## src/rtl/dso_meas_eth_send.sv

```systemverilog
// Periodic / on-demand measurement reporter feeding a UDP sender on the GMII TX clock.
// Optional build macro MEAS_TX_CHKSUM_EN appends an XOR checksum word to the payload.
`timescale 1ns/1ps

module dso_meas_eth_send #(
    parameter logic [31:0] PERIOD_CYCLES  = 32'd125_000_000,
    parameter logic [15:0] TIMEOUT_CYCLES = 16'd65535
) (
    input  logic        eth_tx_clk,
    input  logic        rst,
    input  logic        poll_req,
    input  logic [19:0] ad_freq,
    input  logic [7:0]  ad_vpp,
    input  logic [7:0]  ad_max,
    input  logic [7:0]  ad_min,
    input  logic        tx_req,
    input  logic        tx_done,
    output logic        tx_start_en,
    output logic [31:0] tx_data,
    output logic [15:0] tx_byte_num,
    output logic        busy,
    output logic [7:0]  abort_cnt
);

    // state     | meaning
    // S_IDLE    | waiting for a pending report; snapshots inputs on exit
    // S_START   | one-cycle tx_start_en pulse, seq advances
    // S_SEND    | presenting payload words on tx_req
    // S_WAIT_DONE | waiting for tx_done or timeout

`ifdef MEAS_TX_CHKSUM_EN
    localparam logic [1:0]  LAST_IDX = 2'd3;
    localparam logic [15:0] BYTE_NUM = 16'd16;
`else
    localparam logic [1:0]  LAST_IDX = 2'd2;
    localparam logic [15:0] BYTE_NUM = 16'd12;
`endif
    localparam logic [31:0] MAGIC = 32'h44534F4D;

    typedef enum logic [1:0] {
        S_IDLE      = 2'd0,
        S_START     = 2'd1,
        S_SEND      = 2'd2,
        S_WAIT_DONE = 2'd3
    } state_t;

    state_t      r_state;
    state_t      w_state_nxt;

    logic [31:0] r_period_cnt;
    logic        w_tick;
    logic        r_pending;
    logic [15:0] r_to_cnt;
    logic [15:0] w_to_cnt_inc;
    logic        w_to_expire;
    logic [7:0]  r_seq;
    logic [7:0]  r_abort_cnt;
    logic [1:0]  r_word_idx;
    logic        w_last_word;
    logic [31:0] r_tx_data;
    logic [31:0] w_word1;
    logic [31:0] w_word2;
    logic [31:0] w_next_word;
    logic        w_snapshot;

    logic [19:0] r_snap_freq;
    logic [7:0]  r_snap_vpp;
    logic [7:0]  r_snap_max;
    logic [7:0]  r_snap_min;
    logic [7:0]  r_snap_seq;

    assign w_tick       = (r_period_cnt == PERIOD_CYCLES - 32'd1);
    assign w_snapshot   = (r_state == S_IDLE) && r_pending;
    assign w_to_cnt_inc = r_to_cnt + 16'd1;
    assign w_to_expire  = (w_to_cnt_inc == TIMEOUT_CYCLES);
    assign w_last_word  = (r_word_idx == LAST_IDX);

    always_ff @(posedge eth_tx_clk or posedge rst) begin
        if (rst) begin
            r_period_cnt <= 32'd0;
        end else if (w_tick) begin
            r_period_cnt <= 32'd0;
        end else begin
            r_period_cnt <= r_period_cnt + 32'd1;
        end
    end

    // A new event on the snapshot cycle wins over the clear: it gets its own packet.
    always_ff @(posedge eth_tx_clk or posedge rst) begin
        if (rst) begin
            r_pending <= 1'b0;
        end else if (w_tick || poll_req) begin
            r_pending <= 1'b1;
        end else if (w_snapshot) begin
            r_pending <= 1'b0;
        end
    end

    // seq is captured here so word1 carries the value before START advances it.
    always_ff @(posedge eth_tx_clk or posedge rst) begin
        if (rst) begin
            r_snap_freq <= 20'h0;
            r_snap_vpp  <= 8'h0;
            r_snap_max  <= 8'h0;
            r_snap_min  <= 8'h0;
            r_snap_seq  <= 8'h0;
        end else if (w_snapshot) begin
            r_snap_freq <= ad_freq;
            r_snap_vpp  <= ad_vpp;
            r_snap_max  <= ad_max;
            r_snap_min  <= ad_min;
            r_snap_seq  <= r_seq;
        end
    end

    always_ff @(posedge eth_tx_clk or posedge rst) begin
        if (rst) begin
            r_state <= S_IDLE;
        end else begin
            r_state <= w_state_nxt;
        end
    end

    always_comb begin
        w_state_nxt = r_state;
        tx_start_en = 1'b0;
        busy        = 1'b1;
        case (r_state)
            S_IDLE: begin
                busy = 1'b0;
                if (r_pending) begin
                    w_state_nxt = S_START;
                end
            end
            S_START: begin
                tx_start_en = 1'b1;
                w_state_nxt = S_SEND;
            end
            S_SEND: begin
                if (tx_req && w_last_word) begin
                    w_state_nxt = S_WAIT_DONE;
                end
            end
            S_WAIT_DONE: begin
                if (tx_done || w_to_expire) begin
                    w_state_nxt = S_IDLE;
                end
            end
            default: begin
                w_state_nxt = S_IDLE;
            end
        endcase
    end

    always_ff @(posedge eth_tx_clk or posedge rst) begin
        if (rst) begin
            r_seq <= 8'h0;
        end else if (r_state == S_START) begin
            r_seq <= r_seq + 8'h1;
        end
    end

    always_ff @(posedge eth_tx_clk or posedge rst) begin
        if (rst) begin
            r_to_cnt <= 16'd0;
        end else if (r_state == S_WAIT_DONE) begin
            r_to_cnt <= w_to_cnt_inc;
        end else begin
            r_to_cnt <= 16'd0;
        end
    end

    always_ff @(posedge eth_tx_clk or posedge rst) begin
        if (rst) begin
            r_abort_cnt <= 8'h0;
        end else if ((r_state == S_WAIT_DONE) && !tx_done && w_to_expire
                     && (r_abort_cnt != 8'hFF)) begin
            r_abort_cnt <= r_abort_cnt + 8'h1;
        end
    end

    assign w_word1 = {4'h0, r_snap_seq, r_snap_freq};
    assign w_word2 = {r_snap_vpp, r_snap_max, r_snap_min, 8'h00};

    always_comb begin
        w_next_word = 32'h0;
        case (r_word_idx)
            2'd0:    w_next_word = w_word1;
            2'd1:    w_next_word = w_word2;
`ifdef MEAS_TX_CHKSUM_EN
            2'd2:    w_next_word = MAGIC ^ w_word1 ^ w_word2;
`endif
            default: w_next_word = 32'h0;
        endcase
    end

    // Requests past the last word present zero and leave the index parked.
    always_ff @(posedge eth_tx_clk or posedge rst) begin
        if (rst) begin
            r_tx_data  <= 32'h0;
            r_word_idx <= 2'd0;
        end else begin
            case (r_state)
                S_START: begin
                    r_tx_data  <= MAGIC;
                    r_word_idx <= 2'd0;
                end
                S_SEND: begin
                    if (tx_req) begin
                        if (w_last_word) begin
                            r_tx_data <= 32'h0;
                        end else begin
                            r_tx_data  <= w_next_word;
                            r_word_idx <= r_word_idx + 2'd1;
                        end
                    end
                end
                S_WAIT_DONE: begin
                    if (tx_req) begin
                        r_tx_data <= 32'h0;
                    end
                end
                default: begin
                    r_tx_data <= r_tx_data;
                end
            endcase
        end
    end

    assign tx_data     = r_tx_data;
    assign tx_byte_num = BYTE_NUM;
    assign abort_cnt   = r_abort_cnt;

endmodule

```

## config.mk

```make
export PLATFORM = sky130hd
export DESIGN_NAME = dso_meas_eth_send
export DESIGN_NICKNAME = d
export VERILOG_FILES = /design/src/rtl/dso_meas_eth_send.sv
export SDC_FILE = /design/constraint.sdc
export NUM_CORES = 1
export LEC_CHECK = 0
export BUFFER_PORTS_ARGS = -buffer_cell sky130_fd_sc_hd__buf_4
export CAP_MARGIN = 40
export CORE_ASPECT_RATIO = 1.5
export CORE_MARGIN = 2
export CORE_UTILIZATION = 62
export CTS_CLUSTER_SIZE = 10
export DETAILED_ROUTE_END_ITERATION = 6
export PLACE_DENSITY = 0.86
export SYNTH_ARGS = -nofsm -noshare
export SYNTH_HDL_FRONTEND = slang
export SYNTH_SLANG_ARGS = --single-unit
```

## constraint.sdc

```tcl
create_clock -name eth_tx_clk -period 8 [get_ports eth_tx_clk]
set_input_delay 0.8 -clock eth_tx_clk [delete_from_list [all_inputs] [get_ports eth_tx_clk]]
set_output_delay 0.8 -clock eth_tx_clk [all_outputs]
set_load 0.02 [all_outputs]
```

# [Yosys cells after proc, flatten, opt, wreduce, memory -nomap -nowiden]
# Index checks and enable logic that the tools add are counted.
[totals] reg_bits=153 inputBits=49 output_inout_bits=58 wordCells=66
[op_classes] addsub=5 eq_ne=14 muxes=18 reduce_logical=16
[ops] cell="$mux 32" n=4
[ops] cell="$pmux 32 s3" n=1
[ops] cell="$pmux 32 s2" n=1
[ops] cell="$add 32x1->32 const B" n=1
[ops] cell="$eq 32x27->1 const B" n=1
[ops] cell="$add 16x1->16 const B" n=1
[ops] cell="$add 8x1->8 const B" n=2
[ops] cell="$eq 16x16->1 const B" n=1
[ops] cell="$mux 16" n=1
[ops] cell="$ne 2x2->1 const B" n=6
[ops] cell="$mux 2" n=5
[ops] cell="$reduce_and 3->1" n=3
[ops] cell="$ne 8x8->1 const B" n=1
[ops] cell="$pmux 2 s4" n=1
[ops] cell="$eq 2x2->1 const B" n=3
[ops] cell="$logic_and 1x1->1" n=5
[ops] cell="$eq 2x1->1 const B" n=2
[ops] cell="$logic_not 2->1" n=2
[ops] cell="$mux 1" n=4
[ops] cell="$pmux 2 s2" n=1
[ops] cell="$reduce_bool 2->1" n=2
[ops] cell="$reduce_bool 3->1" n=1
[ops] cell="$add 2x1->2 const B" n=1
[ops] cell="$logic_or 1x1->1" n=2
[ops] cell="$logic_not 1->1" n=1

# [Longest topological paths before layout]
[logic_depth] ltp_word=5 mapped_depth=9 mapped_depth_nobuf=8

# [Least setup slack after synthesis]
# No wires, ideal clock.
[synth_timing] kind="input -> register" from="input port tx_done" to="register r_abort_cnt[7] (netlist: abort_cnt[7])" arrival_time_ns=1.991 t_required_ns=7.920 setup_slack_ns=5.930 path_stages=5 path_cell_list="nor2b_1 o21ai_0 or4_1 nor3_2 xor2_1"
[synth_via] elab_chain_len=4
[synth_lines] item="from (decl)" line="17" source="input logic tx_done,"
[synth_lines] item="$logic_not 1->1" line="176" source="end else if ((r_state == S_WAIT_DONE) && !tx_done && w_to_expire"
[synth_lines] item="$logic_and 1x1->1 (2 in series)" line="176"
[synth_lines] item="$logic_and 1x1->1" line="177" source="&& (r_abort_cnt != 8'hFF)) begin"
[synth_lines] item="to (signal assigned)" line="178" source="r_abort_cnt <= r_abort_cnt + 8'h1;"
[synth_lines] item="to (decl)" line="57" source="logic [7:0] r_abort_cnt;"
# Every way passes these cells.
# A chain may end at the register's enable or synchronous reset.

# [Worst setup path in the final report]
[layout_timing] from="register r_to_cnt[0]" to="register r_abort_cnt[1] (netlist: abort_cnt[1])"
[layout_via] elab_chain_len=4
[layout_lines] item="from (decl)" line="53" source="logic [15:0] r_to_cnt;"
[layout_lines] item="from (signal assigned)" line="167" source="r_to_cnt <= w_to_cnt_inc;"
[layout_lines] item="$add 16x1->16" line="74" source="assign w_to_cnt_inc = r_to_cnt + 16'd1;"
[layout_lines] item="$eq 16x16->1" line="75" source="assign w_to_expire = (w_to_cnt_inc == TIMEOUT_CYCLES);"
[layout_lines] item="$logic_and 1x1->1" line="176"
[layout_lines] item="$logic_and 1x1->1" line="177"
# Every way passes these cells.

==> impl_metrics.toml <==
[global_route]
grt_max_degree = 79
grt_use_total = 0.269
antenna_found_initial = 0
grt_pass1_vias = 5565
grt.overflow.total = 0
grt_pass1_wl_mm = 26.4

[sta]
final.setup_skew_ns = 0.00809
rsz0062_at_grt = "no"
period_needed_ns = 2.56
finalCritPeriodShare = 0.320
finalSetupViolCount = 0
hold_violations = 0
slew_violations = 0
setup_tns_ns = 0
tightest_slew_ns = 0.955
fmax_ghz = 0.390
holdWs_ns = 0.460
relSlewSlack = 0.361
setup_slack_ns = 5.44

[clock_tree]
cts.sinks = 153
clock_latency_ns = 0.42
cts-resized-gates = 0
htreeDepth = 4
clock-root-buffer = "clkbuf_16"
post_cts_buffers = 0
clockBufferDepth = 2
cts.clk_slew.worst_paths_ns = 0.06
cts_tree = "yes"
cts_buffers = 17
cts_hold_buffers = 0

[critical_path]
path_max_fanout = 12
required_ns = 8.31
crit_type = "flip-flop to flip-flop"
crit_slowest_cell = "dfrtp_1"
cp_top_family = "compound AO/OA/AOI/OAI gates"
max_stage_delay_ns = 0.57
end_kind = "flip-flop"
crit_arrival_ns = 2.87
critPathLaunchType = "flip-flop"
cp_cell_sequence = "ha_1, and2b_1, nand2_1, a211oi_2, a21boi_2, nand3_1, mux2_2"
worstPathBufferInverterCount = 0

[placement]
post-dp-hpwl_mm = 10.8
dpl-instance-area_sq_mm = 0.00800
gp_congestion = 0.866
pre_cts_ws_ns = 5.42
portBuffers = 90

[routing]
avgViaCountPerCell = 6.02
first_pass_iters = 5
drtIter0Drc = 285
drc = 0
routedWlPerCell_um = 18.0
ant_nets = 0
routed-via-count = 5377
finalWirelength_mm = 16.0

[synth]
yosys_register_bits = 153
netlist.top_cell.by_area = "dfrtp_1"
synth.distinct_cells = 58
netlist_area_sq_mm = 0.00725
synth_area_leaders = "dfrtp_1 (53%), mux2_2 (8.5%), xnor2_1 (3.4%)"
synthArstFlopShare = 1.00
syn_inst = 648
ys_warn_count = 0
synth_seq_area_share = 0.528
synth_edf_count = 0
synth.avg_cell_area_sq_um = 11.2
yosys_most_used_dff = "dfrtp_1"
synth_top_cell_area_share = 0.528

[die]
row_count = 48
io_pins = 107
initial_core_util = 0.632
dieWidth_um = 92.3
die_area_sq_mm = 0.0126
die_h_um = 136
design.core.area_sq_mm = 0.0115

[cells_and_area]
fin_nets = 792
utilization = 0.748
fin_area_sq_mm = 0.00858
n_antenna_cell = 0
drive_above_1_share = 0.268
syn2layout_area_growth_pct = 18.2

[min_path]
hold_class = "flip-flop to flip-flop"

[power_and_ir_drop]
switching_share = 0.353
p_clk_frac = 0.257
p_leak_nw = 3.97
powerDensity_mw_per_mm2 = 351
power_frac_seq = 0.391
combPwrFrac = 0.353
p_sw_mw = 1.06
ir_drop_mv = 0.206
p_int_mw = 1.95

[flow_run]
maxCapViolations = 0

[status]
status = "finished clean"
## worst register-to-register path: cells and delay by family, from the launching register on
family / cells / cell delay [ns]
muxes: 1 / 0.30
adders and majority gates: 1 / 0.47
and+or+nand+nor: 3 / 0.43
AOI/OAI and AO/OA: 2 / 0.69
DFF: 1 / 0.57
## cell families (layout without fill, tap and decap cells)
kind of cell,Yosys count,after routing,share of synthesized area
AO/OA/AOI/OAI,93,93,0.0933
XOR/XNOR,56,56,0.0676
adder cells (fa/ha/maj),13,13,0.0224
buffers and inverters,59,140,0.0423
flip-flops,153,153,0.528
multiplexers,56,56,0.0868
other,2,16,0.00104
AND/OR/NAND/NOR,216,216,0.159
## cell type report
class                   count  area (sq um)
inverters                   9          38.8
multi-input cells         450          3180
repair buffers             99           771
clock inverters            11           113
fillers                   740          2900
well taps                 150           188
clock buffers              21           460
flip-flops and latches    153          3830
## cell usage in the layout, fill, tap and decap left out, types with 18 or more instances in the layout
| cell | synthesis | layout |
|---|---|---|
| dfrtp_1 | 153 | 153 |
| buf_4 | 18 | 95 |
| mux2_2 | 55 | 55 |
| nor2_1 | 43 | 43 |
| nand2_1 | 42 | 41 |
| nand3_1 | 34 | 34 |
| xnor2_1 | 28 | 28 |
| xor2_1 | 28 | 28 |
| a21oi_1 | 22 | 22 |
| nand4_1 | 18 | 18 |
## sequential cells by signal, summed over array words and instances (netlist names)
register,cells
r_snap_min,8
tx_data,32
r_snap_vpp,8
r_snap_seq,8
r_snap_max,8
r_snap_freq,20
r_period_cnt,32
r_word_idx,2
abort_cnt,8
r_to_cnt,16
r_pending,1
r_seq,8
r_state,2
## path summary, 6_finish.rpt
| path | from | endpoint | slack [ns] | cells past startpoint |
|---|---|---|---|---|
| min in group asynchronous | rst | r_snap_freq[2]$_DFFE_PP0P_ | 0.47 | 2 |
| worst min-delay path | r_period_cnt[0]$_DFF_PP0_ | r_period_cnt[0]$_DFF_PP0_ | 0.46 | 1 |
| worst min register to register | r_period_cnt[0]$_DFF_PP0_ | r_period_cnt[0]$_DFF_PP0_ | 0.46 | 1 |
| worst max register to register | r_to_cnt[0]$_DFF_PP0_ | abort_cnt[1]$_DFFE_PP0P_ | 5.44 | 7 |
| worst max-delay path | r_to_cnt[0]$_DFF_PP0_ | abort_cnt[1]$_DFFE_PP0P_ | 5.44 | 7 |
| max in group asynchronous | rst | r_period_cnt[6]$_DFF_PP0_ | 6.30 | 4 |
## per-stage QoR
stage | power, mW | std cells
finish | 3.01 | 893
global route | 3.17 | 893
CTS | 3.01 | 893
detailed placement | 2.24 | 861
global placement | 2.15 | 856
floorplan | 1.88 | 662
## layer usage
| metal | global-route usage | vias to the layer above | wire (um) | part of all wire |
|---|---|---|---|---|
| li1 | - | 2431 | - | - |
| met4 | 0.145 | 0 | 617 | 0.038 |
| met1 | 0.312 | 2685 | 6130 | 0.38 |
| met2 | 0.467 | 211 | 8520 | 0.53 |
| met3 | 0.0554 | 50 | 758 | 0.047 |
| met5 | 0 | - | 0 | 0 |
## power by group through the flow
stage	Sequential [mW]	Clock, mW	Combinational (mW)
detailed placement	1.18	0	1.05
global route	1.20	0.816	1.16
global placement	1.16	0	0.989
finish	1.18	0.773	1.06
CTS	1.17	0.779	1.06
floorplan	1.22	0	0.669
## synth_stat cells, drive strengths merged, types with 2 or more instances
library cell    n
inv             9
or4             3
nand3          34
a31oi           3
nand2          42
dfrtp         153
nand4          19
nor2b           7
a21boi          3
xor2           28
o21ai           9
buf            32
ha             13
a22oi          10
o31ai          12
or3             4
and4            3
clkbuf         18
mux2           55
xnor2          28
a41oi           2
nor2           43
nand2b          4
nand3b          4
nor3            9
nor4            7
conb            2
a221o           4
a22o           17
o211a           2
o211ai          2
a21oi          22
and2           17
and3           15
(Power assumes the default switching activity.)
